**src/rtl/commit_unit.sv**
```systemverilog
// ROB commit consumer: retires up to two slots per cycle into the retirement RAT,
// returns superseded physical tags, and on an exception flushes then streams the RRAT to rename.
module commit_unit #(
  parameter int ISSUE_W   = 2,
  parameter int ARCH_REGS = 32,
  parameter int PREG_W    = 7,   // $clog2(core_pkg::PREGS)
  parameter int ROB_SIZE  = 32,  // core_pkg::ROB_ENTRIES
  parameter int ZERO_REG  = 31,
  localparam int PTR_W    = $clog2(ROB_SIZE)
) (
  input  logic                  clk,
  input  logic                  reset,
  input  logic [ISSUE_W-1:0]    commit_valid,
  input  logic [2*5-1:0]        commit_arch_rd,
  input  logic [2*PREG_W-1:0]   commit_phys_rd,
  input  logic [ISSUE_W-1:0]    commit_exception,
  output logic [ISSUE_W-1:0]    free_valid,
  output logic [2*PREG_W-1:0]   free_preg,
  output logic                  flush_en,
  output logic [PTR_W-1:0]      flush_ptr,
  output logic                  freelist_reset,
  output logic                  restore_valid,
  output logic [4:0]            restore_idx,
  output logic [2*PREG_W-1:0]   restore_preg,
  output logic                  restore_done,
  output logic                  busy,
  output logic [31:0]           retired_count
);

  typedef enum logic [1:0] {IDLE, FLUSH, RESTORE} state_t;

  localparam logic [3:0] LAST_BEAT = 4'(ARCH_REGS / 2 - 1);
  localparam logic [4:0] ZREG      = 5'(ZERO_REG);

  function automatic logic [PTR_W-1:0] ptr_add(input logic [PTR_W-1:0] ptr,
                                               input logic [1:0]       n);
    logic [PTR_W:0] sum;
    sum = {1'b0, ptr} + (PTR_W+1)'(n);
    if (sum >= (PTR_W+1)'(ROB_SIZE))
      sum = sum - (PTR_W+1)'(ROB_SIZE);
    return sum[PTR_W-1:0];
  endfunction

  state_t                state_q, state_d;
  logic [3:0]            beat_q, beat_d;
  logic [PREG_W-1:0]     rrat_q [ARCH_REGS];
  logic [PREG_W-1:0]     rrat_d [ARCH_REGS];
  logic [PTR_W-1:0]      head_ptr_q, head_ptr_d;
  logic [31:0]           retired_count_q, retired_count_d;
  logic [ISSUE_W-1:0]    free_valid_q, free_valid_d;
  logic [2*PREG_W-1:0]   free_preg_q, free_preg_d;
  logic                  flush_en_q, flush_en_d;
  logic [PTR_W-1:0]      flush_ptr_q, flush_ptr_d;
  logic                  freelist_reset_q, freelist_reset_d;
  logic                  restore_valid_q, restore_valid_d;
  logic [4:0]            restore_idx_q, restore_idx_d;
  logic [2*PREG_W-1:0]   restore_preg_q, restore_preg_d;
  logic                  restore_done_q, restore_done_d;
  logic                  busy_q, busy_d;

  logic [4:0]            arch0, arch1;
  logic [PREG_W-1:0]     phys0, phys1;
  logic                  ret0, ret1, exc0, exc1, exc_any;
  logic [1:0]            n_ret, n_consumed;
  logic [PREG_W-1:0]     free0, free1;
  logic                  emit_beat;

  assign arch0 = commit_arch_rd[4:0];
  assign arch1 = commit_arch_rd[9:5];
  assign phys0 = commit_phys_rd[PREG_W-1:0];
  assign phys1 = commit_phys_rd[2*PREG_W-1:PREG_W];

  // An excepting slot0 squashes slot1; an excepting slot still consumes its ROB entry.
  assign exc0       = commit_valid[0] & commit_exception[0];
  assign exc1       = commit_valid[1] & commit_exception[1];
  assign ret0       = commit_valid[0] & ~commit_exception[0];
  assign ret1       = commit_valid[1] & ~commit_exception[1] & ~exc0;
  assign exc_any    = exc0 | exc1;
  assign n_ret      = {1'b0, ret0} + {1'b0, ret1};
  assign n_consumed = n_ret + {1'b0, exc_any};

  // Slot1 aliasing slot0's destination must free slot0's fresh tag, not the stale map.
  assign free0 = (arch0 == ZREG) ? phys0 : rrat_q[arch0];
  assign free1 = (arch1 == ZREG)                 ? phys1 :
                 (ret0 && (arch0 == arch1))      ? phys0 : rrat_q[arch1];

  always_comb begin
    state_d          = state_q;
    beat_d           = beat_q;
    rrat_d           = rrat_q;
    head_ptr_d       = head_ptr_q;
    retired_count_d  = retired_count_q;
    free_valid_d     = '0;
    free_preg_d      = free_preg_q;
    flush_en_d       = 1'b0;
    flush_ptr_d      = flush_ptr_q;
    freelist_reset_d = 1'b0;
    restore_valid_d  = 1'b0;
    restore_idx_d    = restore_idx_q;
    restore_preg_d   = restore_preg_q;
    restore_done_d   = 1'b0;
    emit_beat        = 1'b0;

    case (state_q)
      IDLE: begin
        if (ret0) begin
          free_preg_d[PREG_W-1:0] = free0;
          if (arch0 != ZREG) rrat_d[arch0] = phys0;
        end
        if (ret1) begin
          free_preg_d[2*PREG_W-1:PREG_W] = free1;
          if (arch1 != ZREG) rrat_d[arch1] = phys1;
        end
        free_valid_d    = {ret1, ret0};
        head_ptr_d      = ptr_add(head_ptr_q, n_consumed);
        retired_count_d = retired_count_q + 32'(n_ret);
        if (exc_any) begin
          state_d          = FLUSH;
          flush_en_d       = 1'b1;
          freelist_reset_d = 1'b1;
          flush_ptr_d      = head_ptr_d;
        end
      end
      FLUSH: begin
        state_d   = RESTORE;
        beat_d    = '0;
        emit_beat = 1'b1;
      end
      RESTORE: begin
        if (beat_q == LAST_BEAT) begin
          state_d = IDLE;
        end else begin
          beat_d    = beat_q + 4'd1;
          emit_beat = 1'b1;
        end
      end
      default: state_d = IDLE;
    endcase

    if (emit_beat) begin
      restore_valid_d = 1'b1;
      restore_idx_d   = {beat_d, 1'b0};
      restore_preg_d  = {rrat_q[{beat_d, 1'b1}], rrat_q[{beat_d, 1'b0}]};
      restore_done_d  = (beat_d == LAST_BEAT);
    end

    busy_d = (state_d != IDLE);
  end

  always_ff @(posedge clk or posedge reset) begin
    if (reset) begin
      state_q          <= IDLE;
      beat_q           <= '0;
      for (int i = 0; i < ARCH_REGS; i++) rrat_q[i] <= PREG_W'(i);
      head_ptr_q       <= '0;
      retired_count_q  <= '0;
      free_valid_q     <= '0;
      free_preg_q      <= '0;
      flush_en_q       <= 1'b0;
      flush_ptr_q      <= '0;
      freelist_reset_q <= 1'b0;
      restore_valid_q  <= 1'b0;
      restore_idx_q    <= '0;
      restore_preg_q   <= '0;
      restore_done_q   <= 1'b0;
      busy_q           <= 1'b0;
    end else begin
      state_q          <= state_d;
      beat_q           <= beat_d;
      rrat_q           <= rrat_d;
      head_ptr_q       <= head_ptr_d;
      retired_count_q  <= retired_count_d;
      free_valid_q     <= free_valid_d;
      free_preg_q      <= free_preg_d;
      flush_en_q       <= flush_en_d;
      flush_ptr_q      <= flush_ptr_d;
      freelist_reset_q <= freelist_reset_d;
      restore_valid_q  <= restore_valid_d;
      restore_idx_q    <= restore_idx_d;
      restore_preg_q   <= restore_preg_d;
      restore_done_q   <= restore_done_d;
      busy_q           <= busy_d;
    end
  end

  assign free_valid     = free_valid_q;
  assign free_preg      = free_preg_q;
  assign flush_en       = flush_en_q;
  assign flush_ptr      = flush_ptr_q;
  assign freelist_reset = freelist_reset_q;
  assign restore_valid  = restore_valid_q;
  assign restore_idx    = restore_idx_q;
  assign restore_preg   = restore_preg_q;
  assign restore_done   = restore_done_q;
  assign busy           = busy_q;
  assign retired_count  = retired_count_q;

  // Slot1 valid without slot0 breaks the ROB's in-order commit contract.
  a_slot1_alone: assert property (@(posedge clk) disable iff (reset)
    !(state_q == IDLE && commit_valid == 2'b10));

endmodule

```
**config.mk**
```make
export PLATFORM = sky130hd
export DESIGN_NAME = commit_unit
export DESIGN_NICKNAME = d
export VERILOG_FILES = /design/src/rtl/commit_unit.sv
export SDC_FILE = /design/constraint.sdc
export NUM_CORES = 1
export LEC_CHECK = 0
export ABC_CLOCK_PERIOD_IN_PS = 19900
export BUFFER_PORTS_ARGS = -buffer_cell sky130_fd_sc_hd__buf_2
export CORE_MARGIN = 1
export CORE_UTILIZATION = 39
export DETAILED_ROUTE_END_ITERATION = 10
export MAX_ROUTING_LAYER = met4
export PLACE_DENSITY_LB_ADDON = 0.15
export SYNTH_ARGS = -nofsm -noshare
export SYNTH_HDL_FRONTEND = slang
export SYNTH_SLANG_ARGS = --single-unit
```
**constraint.sdc**
```tcl
create_clock -name clk -period 19.9 [get_ports clk]
set_input_delay 3.98 -clock clk [delete_from_list [all_inputs] [get_ports clk]]
set_output_delay 3.98 -clock clk [all_outputs]
set_load 0.02 [all_outputs]
```
=== Yosys cells after proc, flatten, opt, wreduce, memory -nomap -nowiden ===
Cells that the tools add are included.

* Bits in registers: 310
* Input port bits: 30
* Word-level logic and storage cells: 128

* $add $sub $neg: 6
* Order comparisons: 7
* Equality and inequality tests: 9
* Multiplexer cells: 39
* Bitwise logic cells: 13
* Reductions and logical operators: 8

{| class="wikitable"
|+ Operator list
! cell !! number
|-
| two-way mux 224 bit || 5
|-
| bitwise mux 224 bit || 2
|-
| binary-select mux 7 bit (select 5 bit) || 4
|-
| two-way mux 7 bit || 13
|-
| demux 7 bit (select 5 bit) || 2
|-
| adder 32 x 2 -> 32 bit || 1
|-
| >= comparator 6 bit, second input constant || 5
|-
| NOT 5 -> 6 bit || 4
|-
| < comparator 6 x 1 -> 1 bit, second input constant || 2
|-
| == test 5 bit, second input constant || 2
|-
| inequality test 5 bit, second input constant || 2
|-
| == test 4 bit, second input constant || 2
|-
| one-hot mux 4 bit (2 select lines) || 1
|-
| adder 5 x 2 -> 6 bit || 1
|-
| two-way mux 2 bit || 3
|-
| one-hot mux 2 bit (3 select lines) || 1
|-
| AND reduction 2 bit || 3
|-
| bitwise AND 1 bit || 5
|-
| == test 5 bit || 1
|-
| two-way mux 1 bit || 5
|-
| two-way mux 5 bit || 1
|-
| subtractor 5 x 1 -> 5 bit, second input constant || 1
|-
| adder 4 x 1 -> 4 bit, second input constant || 1
|-
| two-way mux 4 bit || 1
|-
| other kinds (10) || 14
|}

=== Longest topological paths before layout ===
* Depth after elaboration: 12
* Gate-level depth with buffers: 12
* Gate-level depth less buffers: 11

=== Least setup slack after synthesis ===
OpenSTA, ideal clock, no wires.

* Path kind: input to register
* Start point: input commit_exception[1]
* End point: register retired_count_q[30] (netlist: retired_count[30])
* Library setup time: 129 ps
* Data arrival time: 6021 ps
* Data required time: 19771 ps
* Path slack: 13750 ps
* Stages on the path: 10
* Buffers on the path: 0
* Path through: nand2b_1 o21ai_0 ha_1 inv_1 fa_1 nor2_1 nand4_1 nor3_1 nand3_1 xnor2_1

* Longest elaborated chain between the ends: 5

{| class="wikitable"
|+ RTL lines
! element !! line !! RTL
|-
| start, declared || 16 || <nowiki>input logic [ISSUE_W-1:0] commit_exception,</nowiki>
|-
| NOT 1 bit || 77 || <nowiki>assign ret1 = commit_valid[1] & ~commit_exception[1] & ~exc0;</nowiki>
|-
| bitwise AND 1 bit (2 in a row) || 77 ||
|-
| adder 1 x 1 -> 2 bit || 79 || <nowiki>assign n_ret = {1'b0, ret0} + {1'b0, ret1};</nowiki>
|-
| adder 32 x 2 -> 32 bit || 116 || <nowiki>retired_count_d = retired_count_q + 32'(n_ret);</nowiki>
|-
| end signal, assigned || 172 || <nowiki>retired_count_q <= retired_count_d;</nowiki>
|-
| end, declared || 49 || <nowiki>logic [31:0] retired_count_q, retired_count_d;</nowiki>
|}

No other way between the ends.
A chain may end at the register's enable or synchronous reset.

=== Worst setup path in the final report ===
* Start point: input commit_arch_rd[5]
* End point: register rrat_q[200] in the netlist's numbering

* Longest elaborated chain between the ends: 8
* Elaborated cells on any way between the ends: 10
* Classes of those cells: order compare (2); eq/ne (1); mux (5); bitwise (1); reduce/logical (1)

{| class="wikitable"
|+ RTL lines
! element !! line !! RTL
|-
| start, declared || 14 || <nowiki>input logic [2*5-1:0] commit_arch_rd,</nowiki>
|-
| NOT 5 -> 6 bit (not written as such) || 112 || <nowiki>if (arch1 != ZREG) rrat_d[arch1] = phys1;</nowiki>
|-
| >= comparator 6 bit (not written as such) or < comparator 6 x 1 -> 1 bit (tied branches) || 112 ||
|-
| logical AND 1 bit (not written as such) || 112 ||
|-
| two-way mux 7 bit (not written as such) || 112 ||
|-
| demux 7 bit (select 5 bit) || 112 ||
|-
| bitwise mux 224 bit || 112 ||
|-
| two-way mux 224 bit * || 112 ||
|-
| two-way mux 224 bit * || 110 || <nowiki>if (ret1) begin</nowiki>
|-
| end signal, assigned || 170 || <nowiki>rrat_q <= rrat_d;</nowiki>
|-
| end, declared || 46 || <nowiki>logic [PREG_W-1:0] rrat_q [ARCH_REGS];</nowiki>
|}

Mark *: on every way between the ends. The rest lies on a longest branch, timed or not.

==> reports/results.txt <==
Startpoint Class = input pin
Die Area = 0.0508 sq mm
EDFF count, synth = 0
Syn nets = 2093
CP Class = in2reg
Netlist cell types = 70
Slew margin rel. = 13.3%
RSZ-0062 raised after global routing = false
Worst Hold Class = reg2reg
Clock Latency Late Sink = 0.60 ns
Fin. max-slew vios = 0
Status = finished clean
Max clock buf depth = 3
Initial antenna violation count = 0
Vias per cell = 6.87
TritonCTS clock tree = yes
Initial core utilization = 39.6%
Initial drt markers = 2616
Pleak = 8.83 nW
Final WL = 86000 microns
Most common flop cell mapped by yosys = dfrtp_1
CP Capture Type = register
Placed insts = 2663
Clock transition at path regs = 0.06 ns
DRC Markers = 0
Gate Count Post-Synth = 2051
# Post-CTS Setup Buffers = 0
Setup-failing EPs final = 0
Max-cap violation count = 0
Post-CTS resize count = 0
Fin. Hold Viols = 0
Post-synthesis sequential area ratio = 40.4%
Gr usage total = 35.0%
Hpwl dp = 56700 microns
Share of layout cells above drive strength 1 = 20.7%
Syn Area/Cell = 9.48 sq um
Worst-path cell chain = buf_4 > nand2_1 > nor3b_2 > nand2_1 > a21oi_1 > nor2_1 > a21oi_1
Hold_buf cts = 0
Top cell family by delay on the critical path = simple AND/OR/NAND/NOR gates
Core Rows = 81
Power density over the cells = 141 mW/mm^2
Post-synth ARST share = 100%
Worst Clk Skew = 0.0122 ns
Worst Tran Pin Value = 1.30 ns
Worst Path Arrival = 7.60 ns
Worst VDD drop = 0.0000798 V
Post-route insts no fill = 2740
Slowest cell delay on critical path = 1.11 ns
Buf/Inv on CP = 1
CTS Buf Count = 41
Die height = 225 microns
Crit path max fanout = 34
Port Buf Inserts = 105
Via count = 18.8k
DIE WIDTH = 225 microns
GPL Wtd Cong = 1.06
# IOs = 107
Fin util = 44.2%
Number of global-route vias before repair = 17.6k
Yosys Warn Count = 0
Synth-to-layout area growth = 11.6%
Final Critical Period = 7.08 ns
#FFs+latches synth = 310
Routed Antenna Nets = 0
Largest net degree at the start of global routing = 159
# H-tree levels = 2
CTS root buf = clkbuf_16
Layout Nets = 2084
CP max stage cell = nor3b_2
Setup TNS = 0 ns
Worst endpoint required time = 20.42 ns
First-pass GRT wire length = 125000 microns
Avg WL per Cell = 31.4 microns
# clock sinks = 310
Final Cycle Share = 35.6%
Filler cell count = 4782
Number of iterations in the first detailed-routing pass = 6
Overflow after GRT = 0
CORE AREA = 0.0491 sq mm
Mapped cell area = 0.0194 sq mm
F_max = 141 MHz
state kept, by name, summed over array words and instances, names as in the netlist:
register	count
rrat_q	224
freelist_reset	1
restore_idx	4
restore_done	1
flush_ptr	5
head_ptr_q	5
retired_count	32
beat_q	4
state_q	2
busy	1
free_valid	2
free_preg	14
restore_preg	14
restore_valid	1
synthesized netlist by cell type (31+ instances only):
library cell | instances | area share (%)
a21oi_1 | 277 | 7.1
nor2_1 | 243 | 4.7
dfrtp_1 | 230 | 30
o22ai_1 | 222 | 7.1
nand2_1 | 162 | 3.1
clkbuf_1 | 135 | 2.6
mux4_2 | 106 | 12
dfstp_2 | 80 | 11
nand3_1 | 52 | 1.3
mux2i_1 | 50 | 2.6
and3_1 | 45 | 1.4
a211oi_1 | 42 | 1.6
a22oi_1 | 34 | 1.3
buf_2 | 31 | 0.80
o21ai_0 | 31 | 0.80
xnor2_1 | 31 | 1.4
cell type report:
class	count	area, sq um	share of cell area, %
multi-input combinational	1532	10700	49.4
sequential	310	7860	36.2
clock buffer	62	1190	5.51
tap	664	831	3.83
timing repair buffer	141	813	3.75
clock inverter	14	223	1.03
inverter	16	68.8	0.317
antenna	1	2.50	0.0115
where the power goes:
| group | internal [W] | total [W] | switching [W] |
|---|---|---|---|
| clock | 0.000473 | 0.000790 | 0.000317 |
| sequential | 0.000866 | 0.00115 | 0.000285 |
| combinational | 0.000412 | 0.00111 | 0.000702 |
| total | 0.00175 | 0.00306 | 0.00130 |
cell families after synthesis:
kind of cell	after synthesis	synth area share (%)
AND/OR/NAND/NOR	622	15.0
AO/OA/AOI/OAI	691	21.8
XOR/XNOR	42	1.89
buffers and inverters	209	4.74
other	1	0.0193
flip-flops	310	40.4
multiplexers	164	15.3
adder cells (fa/ha/maj)	12	0.849
routing by layer:
layer	track usage [%]	vias up	wire length, microns
met5	-	-	0
met4	15.1	0	3980
met3	7.67	214	10100
met2	48.6	1353	36500
met1	48.9	9468	35400
li1	-	7780	-
layout by cell type, fill, tap and decap left out, drive strengths merged, types with 4 or more instances in the layout:
master | netlist | layout
a22o | 7 | 7
nand2 | 170 | 170
clkinv | 0 | 7
nor2b | 8 | 8
and2 | 5 | 5
a221oi | 19 | 19
mux2i | 51 | 51
xnor2 | 31 | 31
nor3 | 11 | 11
and3 | 49 | 49
inv | 16 | 19
nor2 | 245 | 245
nand2b | 6 | 6
a311oi | 14 | 14
mux4 | 106 | 106
or4 | 14 | 14
a21oi | 277 | 277
ha | 10 | 10
nand3 | 53 | 53
o21ai | 31 | 31
a31oi | 4 | 4
nand3b | 4 | 4
xor2 | 11 | 11
dfrtp | 230 | 230
a22oi | 34 | 34
clkbuf | 135 | 62
o2bb2ai | 6 | 6
nor3b | 21 | 21
o2111ai | 4 | 4
o221ai | 13 | 13
mux2 | 7 | 7
bufinv | 0 | 4
a21o | 5 | 5
a211oi | 45 | 45
o22ai | 222 | 222
dfstp | 80 | 80
buf | 58 | 141
nand4 | 20 | 20
worst paths after layout:
path                                            start  slack [ns]                            end  cells past startpoint
worst min-delay path            rrat_q[4]$_DFFE_PP1P_        0.38          rrat_q[4]$_DFFE_PP1P_                      0
worst min register to register  rrat_q[4]$_DFFE_PP1P_        0.38          rrat_q[4]$_DFFE_PP1P_                      0
max in group asynchronous                       reset       15.02        rrat_q[108]$_DFFE_PP0P_                      3
worst max register to register    beat_q[0]$_DFF_PP0_       14.73    restore_preg[7]$_DFFE_PP0P_                     10
min in group asynchronous                       reset        3.47  retired_count[21]$_DFFE_PP0P_                      2
worst max-delay path                commit_arch_rd[5]       12.82        rrat_q[200]$_DFFE_PP0P_                      7
stage by stage:
step                      hold WS (ns)  cell area, sq um  setup slack, ns  power (W)
after floorplan                  0.434             19400             7.48    0.00178
final                            0.377             21700            12.82    0.00306
after detailed placement         0.365             20300            12.39    0.00222
after global routing             0.380             21700            12.72    0.00316
after CTS                        0.374             21700            13.00    0.00302
after global placement           0.365             20300            12.38    0.00221
worst register-to-register path, stage by stage, from the launching register on:
cell and delay, ns:
dfrtp_1 0.52, ha_1 0.46, nand3_4 0.17, mux2i_2 0.27, nor2_4 0.11, buf_4 0.70
clkinv_2 0.75, buf_4 0.53, a211oi_1 0.63, nor3b_1 0.15, or4_1 0.69
(Power assumes the default switching activity.)
